File: src/rtl/uncache_axi_bridge.sv
// Single-outstanding AXI4 master for 32-bit uncached MMIO accesses.
// Every request becomes one single-beat AXI4 transaction. Completion is
// reported with a one-cycle uc_finish pulse, with uc_err marking a non-OKAY
// response.
module uncache_axi_bridge #(
  parameter logic [3:0]  AXI_ID = 4'd0,
  parameter int unsigned ADDR_W = 64
) (
  input  logic              clk,
  input  logic              rst,
  // Requester side
  input  logic [ADDR_W-1:0] uc_addr,
  input  logic [63:0]       uc_data,
  input  logic [7:0]        uc_mask,
  input  logic              uc_we,
  input  logic              uc_re,
  output logic [63:0]       uc_rdata,
  output logic              uc_finish,
  output logic              uc_err,
  // AXI4 write address
  output logic              axi_aw_valid,
  input  logic              axi_aw_ready,
  output logic [ADDR_W-1:0] axi_aw_addr,
  output logic [3:0]        axi_aw_id,
  output logic [7:0]        axi_aw_len,
  output logic [2:0]        axi_aw_size,
  output logic [1:0]        axi_aw_burst,
  // AXI4 write data
  output logic              axi_w_valid,
  input  logic              axi_w_ready,
  output logic [63:0]       axi_w_data,
  output logic [7:0]        axi_w_strb,
  output logic              axi_w_last,
  // AXI4 write response
  input  logic              axi_b_valid,
  output logic              axi_b_ready,
  input  logic [1:0]        axi_b_resp,
  input  logic [3:0]        axi_b_id,
  // AXI4 read address
  output logic              axi_ar_valid,
  input  logic              axi_ar_ready,
  output logic [ADDR_W-1:0] axi_ar_addr,
  output logic [3:0]        axi_ar_id,
  output logic [7:0]        axi_ar_len,
  output logic [2:0]        axi_ar_size,
  output logic [1:0]        axi_ar_burst,
  // AXI4 read data
  input  logic              axi_r_valid,
  output logic              axi_r_ready,
  input  logic [63:0]       axi_r_data,
  input  logic [1:0]        axi_r_resp,
  input  logic              axi_r_last,
  input  logic [3:0]        axi_r_id
);

  typedef enum logic [2:0] {
    StIdle,
    StWaddr,
    StWresp,
    StRaddr,
    StRdata,
    StDone
  } state_e;

  state_e r_state;
  logic   r_aw_done;  // AW accepted in the current write
  logic   r_w_done;   // W accepted in the current write
  logic   r_lane;     // addr[2] of the current read: selects upper word

  logic w_aw_hs;
  logic w_w_hs;
  logic w_aw_ok;
  logic w_w_ok;
  logic w_unused_bits;

  // Fixed single-beat, 32-bit, INCR transaction attributes
  assign axi_aw_id    = AXI_ID;
  assign axi_aw_len   = 8'd0;
  assign axi_aw_size  = 3'b010;
  assign axi_aw_burst = 2'b01;
  assign axi_w_last   = 1'b1;
  assign axi_ar_id    = AXI_ID;
  assign axi_ar_len   = 8'd0;
  assign axi_ar_size  = 3'b010;
  assign axi_ar_burst = 2'b01;

  // Acceptance including a handshake happening this cycle
  assign w_aw_hs = axi_aw_valid & axi_aw_ready;
  assign w_w_hs  = axi_w_valid & axi_w_ready;
  assign w_aw_ok = r_aw_done | w_aw_hs;
  assign w_w_ok  = r_w_done | w_w_hs;

  // Inputs that carry no meaning for 32-bit single-beat accesses
  assign w_unused_bits = ^{uc_addr[1:0], uc_data[63:32], uc_mask[7:4],
                           axi_b_id, axi_r_id, axi_r_last};

  // Transaction FSM; every AXI and requester output is registered here
  always_ff @(posedge clk) begin
    if (rst) begin
      r_state      <= StIdle;
      r_aw_done    <= 1'b0;
      r_w_done     <= 1'b0;
      r_lane       <= 1'b0;
      uc_rdata     <= 64'h0;
      uc_finish    <= 1'b0;
      uc_err       <= 1'b0;
      axi_aw_valid <= 1'b0;
      axi_aw_addr  <= '0;
      axi_w_valid  <= 1'b0;
      axi_w_data   <= 64'h0;
      axi_w_strb   <= 8'h0;
      axi_b_ready  <= 1'b0;
      axi_ar_valid <= 1'b0;
      axi_ar_addr  <= '0;
      axi_r_ready  <= 1'b0;
    end else begin
      unique case (r_state)
        StIdle: begin
          // Write wins when both request levels are present
          if (uc_we) begin
            axi_aw_addr  <= {uc_addr[ADDR_W-1:2], 2'b00};
            axi_aw_valid <= 1'b1;
            axi_w_valid  <= 1'b1;
            if (uc_addr[2]) begin
              axi_w_data <= {uc_data[31:0], 32'h0};
              axi_w_strb <= {uc_mask[3:0], 4'h0};
            end else begin
              axi_w_data <= {32'h0, uc_data[31:0]};
              axi_w_strb <= {4'h0, uc_mask[3:0]};
            end
            r_aw_done <= 1'b0;
            r_w_done  <= 1'b0;
            r_state   <= StWaddr;
          end else if (uc_re) begin
            axi_ar_addr  <= {uc_addr[ADDR_W-1:2], 2'b00};
            axi_ar_valid <= 1'b1;
            r_lane       <= uc_addr[2];
            r_state      <= StRaddr;
          end
        end
        StWaddr: begin
          if (w_aw_hs) axi_aw_valid <= 1'b0;
          if (w_w_hs)  axi_w_valid  <= 1'b0;
          r_aw_done <= w_aw_ok;
          r_w_done  <= w_w_ok;
          if (w_aw_ok && w_w_ok) begin
            axi_b_ready <= 1'b1;
            r_state     <= StWresp;
          end
        end
        StWresp: begin
          if (axi_b_valid) begin
            axi_b_ready <= 1'b0;
            uc_err      <= (axi_b_resp != 2'b00);
            uc_finish   <= 1'b1;
            r_state     <= StDone;
          end
        end
        StRaddr: begin
          if (axi_ar_ready) begin
            axi_ar_valid <= 1'b0;
            axi_r_ready  <= 1'b1;
            r_state      <= StRdata;
          end
        end
        StRdata: begin
          if (axi_r_valid) begin
            axi_r_ready <= 1'b0;
            uc_rdata    <= r_lane ? {32'h0, axi_r_data[63:32]} : {32'h0, axi_r_data[31:0]};
            uc_err      <= (axi_r_resp != 2'b00);
            uc_finish   <= 1'b1;
            r_state     <= StDone;
          end
        end
        StDone: begin
          uc_finish <= 1'b0;
          uc_err    <= 1'b0;
          r_state   <= StIdle;
        end
        default: r_state <= StIdle;
      endcase
    end
  end

endmodule
File: config.mk
export PLATFORM = sky130hd
export DESIGN_NAME = uncache_axi_bridge
export DESIGN_NICKNAME = d
export VERILOG_FILES = /design/src/rtl/uncache_axi_bridge.sv
export SDC_FILE = /design/constraint.sdc
export NUM_CORES = 1
export LEC_CHECK = 0
export ABC_CLOCK_PERIOD_IN_PS = 2450
export BUFFER_PORTS_ARGS = -buffer_cell sky130_fd_sc_hd__buf_2
export CORE_AREA = 5 5 204 206
export CTS_BUF_LIST = sky130_fd_sc_hd__clkbuf_8
export DETAILED_ROUTE_END_ITERATION = 10
export DIE_AREA = 0 0 209 211
export GPL_TIMING_DRIVEN = 1
export PLACE_DENSITY = 0.57
export SLEW_MARGIN = 20
export SYNTH_ARGS = -nofsm -noshare
export SYNTH_HDL_FRONTEND = slang
export SYNTH_SLANG_ARGS = --single-unit
export TNS_END_PERCENT = 100
File: constraint.sdc
create_clock -name clk -period 2.45 [get_ports clk]
set_input_delay 0.3675 -clock clk [delete_from_list [all_inputs] [get_ports clk]]
set_output_delay 0.3675 -clock clk [all_outputs]
set_load 0.02 [all_outputs]
==> impl_metrics.yaml <==
setup_path:
  path_buf_inv: 1
  critical-path-top-delay-family: "flip-flops"
  cpPeakStageDelay_ps: 720
  critPathRequiredTime_ps: 2080
  crit_path_start_kind: "register"
  path_class: "reg -> out"
  setup.worst_path.end_class: "primary output"
  r2r_setup_slack_ps: 610
  crit_chain: "buf_2"
  crit_arrival_ps: 1600
  cpMaxStageDelayCell: "dfxtp_2"
  worstPathMaxFanout: 20
detailed_routing:
  viasPerCell: 4.307
  drt_pass1_iterations: 5
  routedWlPerCell_um: 14.93
  wl_mm: 32.21
  vias: 9294
  drc_errors: 0
  dr.first_iter.drc_count: 374
  drtAntennaViolNets: 0
timing:
  relSlewSlack: 0.5409
  setup_viol: 0
  slew_viol_final: 0
  post-route-min-period_ps: 1969
  hold_viol_final: 0
  fmax_ghz: 0.5080
  post-route-period-util: 0.8035
  fin_worst_skew_ps: 20.00
  tightest_slew_ps: 688.7
  rsz0062_at_grt: "no"
  finalSetupTns_ps: 0
die:
  core_region_area_mm2: 0.03946
  io_pins: 528
  start_util: 0.2405
  fp-row-count: 73
  die_y_um: 211
  dieArea_mm2: 0.04410
  chipWidth_um: 209
outcome:
  status: "complete, no violations"
power:
  p_per_area_mw_per_mm2: 802.0
  vdd_drop_max_mv: 0.4977
  seq_power_share: 0.414
  p_leak_nw: 5.844
  combPwrFrac: 0.217
  switchingPower_mw: 3.476
  intPower_mw: 7.184
  p_clk_frac: 0.369
  switching_share: 0.3261
synthesis:
  ys_types: 31
  netlist_instances: 1156
  synth_seq_cells: 240
  synth_flop_cell: "dfxtp_1"
  yosysSeqAreaShare: 0.5063
  avgSynthCellArea_um2: 8.210
  async_reset_ff_frac: 0
  netlist_area_mm2: 0.009490
  synth-edff-count: 0
  yosys_warnings: 0
grt:
  grt_pass1_wl_mm: 48.52
  grt_pass1_vias: 8801
  grtUsageTotal: 0.1354
  grt_max_degree: 92
  antenna_found_initial: 4
  overflow: 0
flow_run:
  cap_violations: 0
final_layout:
  nNetsFinal: 1819
  drive_above_1_share: 0.3076
  final_common_cell: "buf_2"
  fillers: 4164
  area_delta_synth_final_pct: 40.05
  stdcell_count: 2158
  final_cell_mix: "buf_2, nand2_1, dfxtp_1"
clock_network:
  cts_setup_buffers: 0
  numCtsBuffers: 44
  cts_root_buf: "clkbuf_8"
  postCtsHoldBufs: 67
  clk_pin_slew_ps: 60
  cts_buffer_depth: 3
  cts_tree: "built"
  htreeDepth: 2
  cts.sinks: 240
  clk_latency_ps: 590
  post_cts_resized: 0
placement:
  placed_cells: 2009
  dpl.hpwl_mm: 21.77
  gp_congestion: 0.8843
  io_buffers: 409
hold_path:
  min_path_type: "in -> reg"
==> per-layer routing <==
layer  part of all wire  global-route usage  up-vias
met4              0.037             0.05648        6
met3              0.095             0.05674       77
met5             0.0011                   0        -
li1                   -                   -     4588
met2               0.47              0.2224      384
met1               0.39              0.1563     4239
==> registers in the layout, summed over array words and instances (netlist names) <==
name / flops
axi_ar_addr: 62
axi_ar_valid: 1
axi_aw_addr: 62
axi_aw_valid: 1
axi_b_ready: 1
axi_r_ready: 1
axi_w_data: 64
axi_w_strb: 8
axi_w_valid: 1
r_aw_done: 1
r_state: 3
r_w_done: 1
uc_err: 1
uc_finish: 1
uc_rdata: 32
==> cells in the mapped netlist (6+ instances only) <==
cell | number | area share
dfxtp_1 | 240 | 0.51
a21oi_1 | 212 | 0.11
a211oi_1 | 34 | 0.027
nand3b_1 | 36 | 0.028
mux2i_1 | 32 | 0.034
buf_6 | 6 | 0.0071
buf_4 | 76 | 0.060
nand3_1 | 41 | 0.022
nand2_1 | 327 | 0.13
nor2_1 | 42 | 0.017
clkbuf_1 | 50 | 0.020
buf_2 | 31 | 0.016
==> area by class of cell <==
class / count / area, um^2 / area share
Multi-Input combinational cell: 819 / 3983 / 0.2996
Clock buffer: 57 / 784.5 / 0.05902
Antenna cell: 1 / 2.502 / 0.0001883
Tap cell: 525 / 656.9 / 0.04942
Sequential cell: 240 / 4806 / 0.3616
Clock inverter: 24 / 131.4 / 0.009884
Timing Repair Buffer: 491 / 2924 / 0.2200
Inverter: 1 / 3.754 / 0.0002824
==> metrics by stage <==
| stage | instance area [um^2] | setup WS [ps] | util | total power [mW] | hold WS, ps |
|---|---|---|---|---|---|
| floorplan | 9749 | 1036 | - | 6.019 | 431.7 |
| global placement | 11700 | 701.3 | 0.2966 | 6.715 | 435.2 |
| detailed placement | 11700 | 643.4 | 0.2966 | 6.749 | 440.8 |
| CTS | 13290 | 379.1 | 0.3368 | 10.88 | 0.5386 |
| global route | 13290 | 366.8 | 0.3369 | 11.28 | 7.286 |
| finish | 13290 | 481.4 | 0.3369 | 10.66 | 68.36 |
==> power groups by stage <==
stage	combinational [mW]	sequential, mW	clock, mW
2_1_floorplan	1.18	4.84	0
3_3_place_gp	2.23	4.48	0
3_5_place_dp	2.25	4.50	0
4_1_cts	2.34	4.42	4.11
5_1_grt	2.52	4.46	4.29
6_report	2.31	4.41	3.93
==> path summary, 6_finish.rpt <==
| kind | from | to | depth (start not counted) |
|---|---|---|---|
| setup / recovery | axi_ar_addr[2] | axi_ar_addr[2] | 1 |
| setup reg to reg | r_state[2] | uc_rdata[15] | 5 |
| hold / removal | uc_data[23] | axi_w_data[55] | 3 |
| hold reg to reg | axi_w_data[11] | axi_w_data[11] | 2 |
==> kinds of logic (layout without fill, tap and decap cells) <==
logic type             after synthesis  after routing  share of synthesized area
flip-flops                         240            240                     0.5063
multiplexers                        33             33                    0.03494
buffers and inverters              166            573                     0.1045
AND/OR/NAND/NOR                    463            463                     0.2098
other                                2             72                  0.0007913
AO/OA/AOI/OAI                      252            252                     0.1437
==> worst min-delay path: stages <==
cell	delay, ps
buf_2	110
nand3_1	70
a21oi_1	60
(Power assumes the default switching activity.)
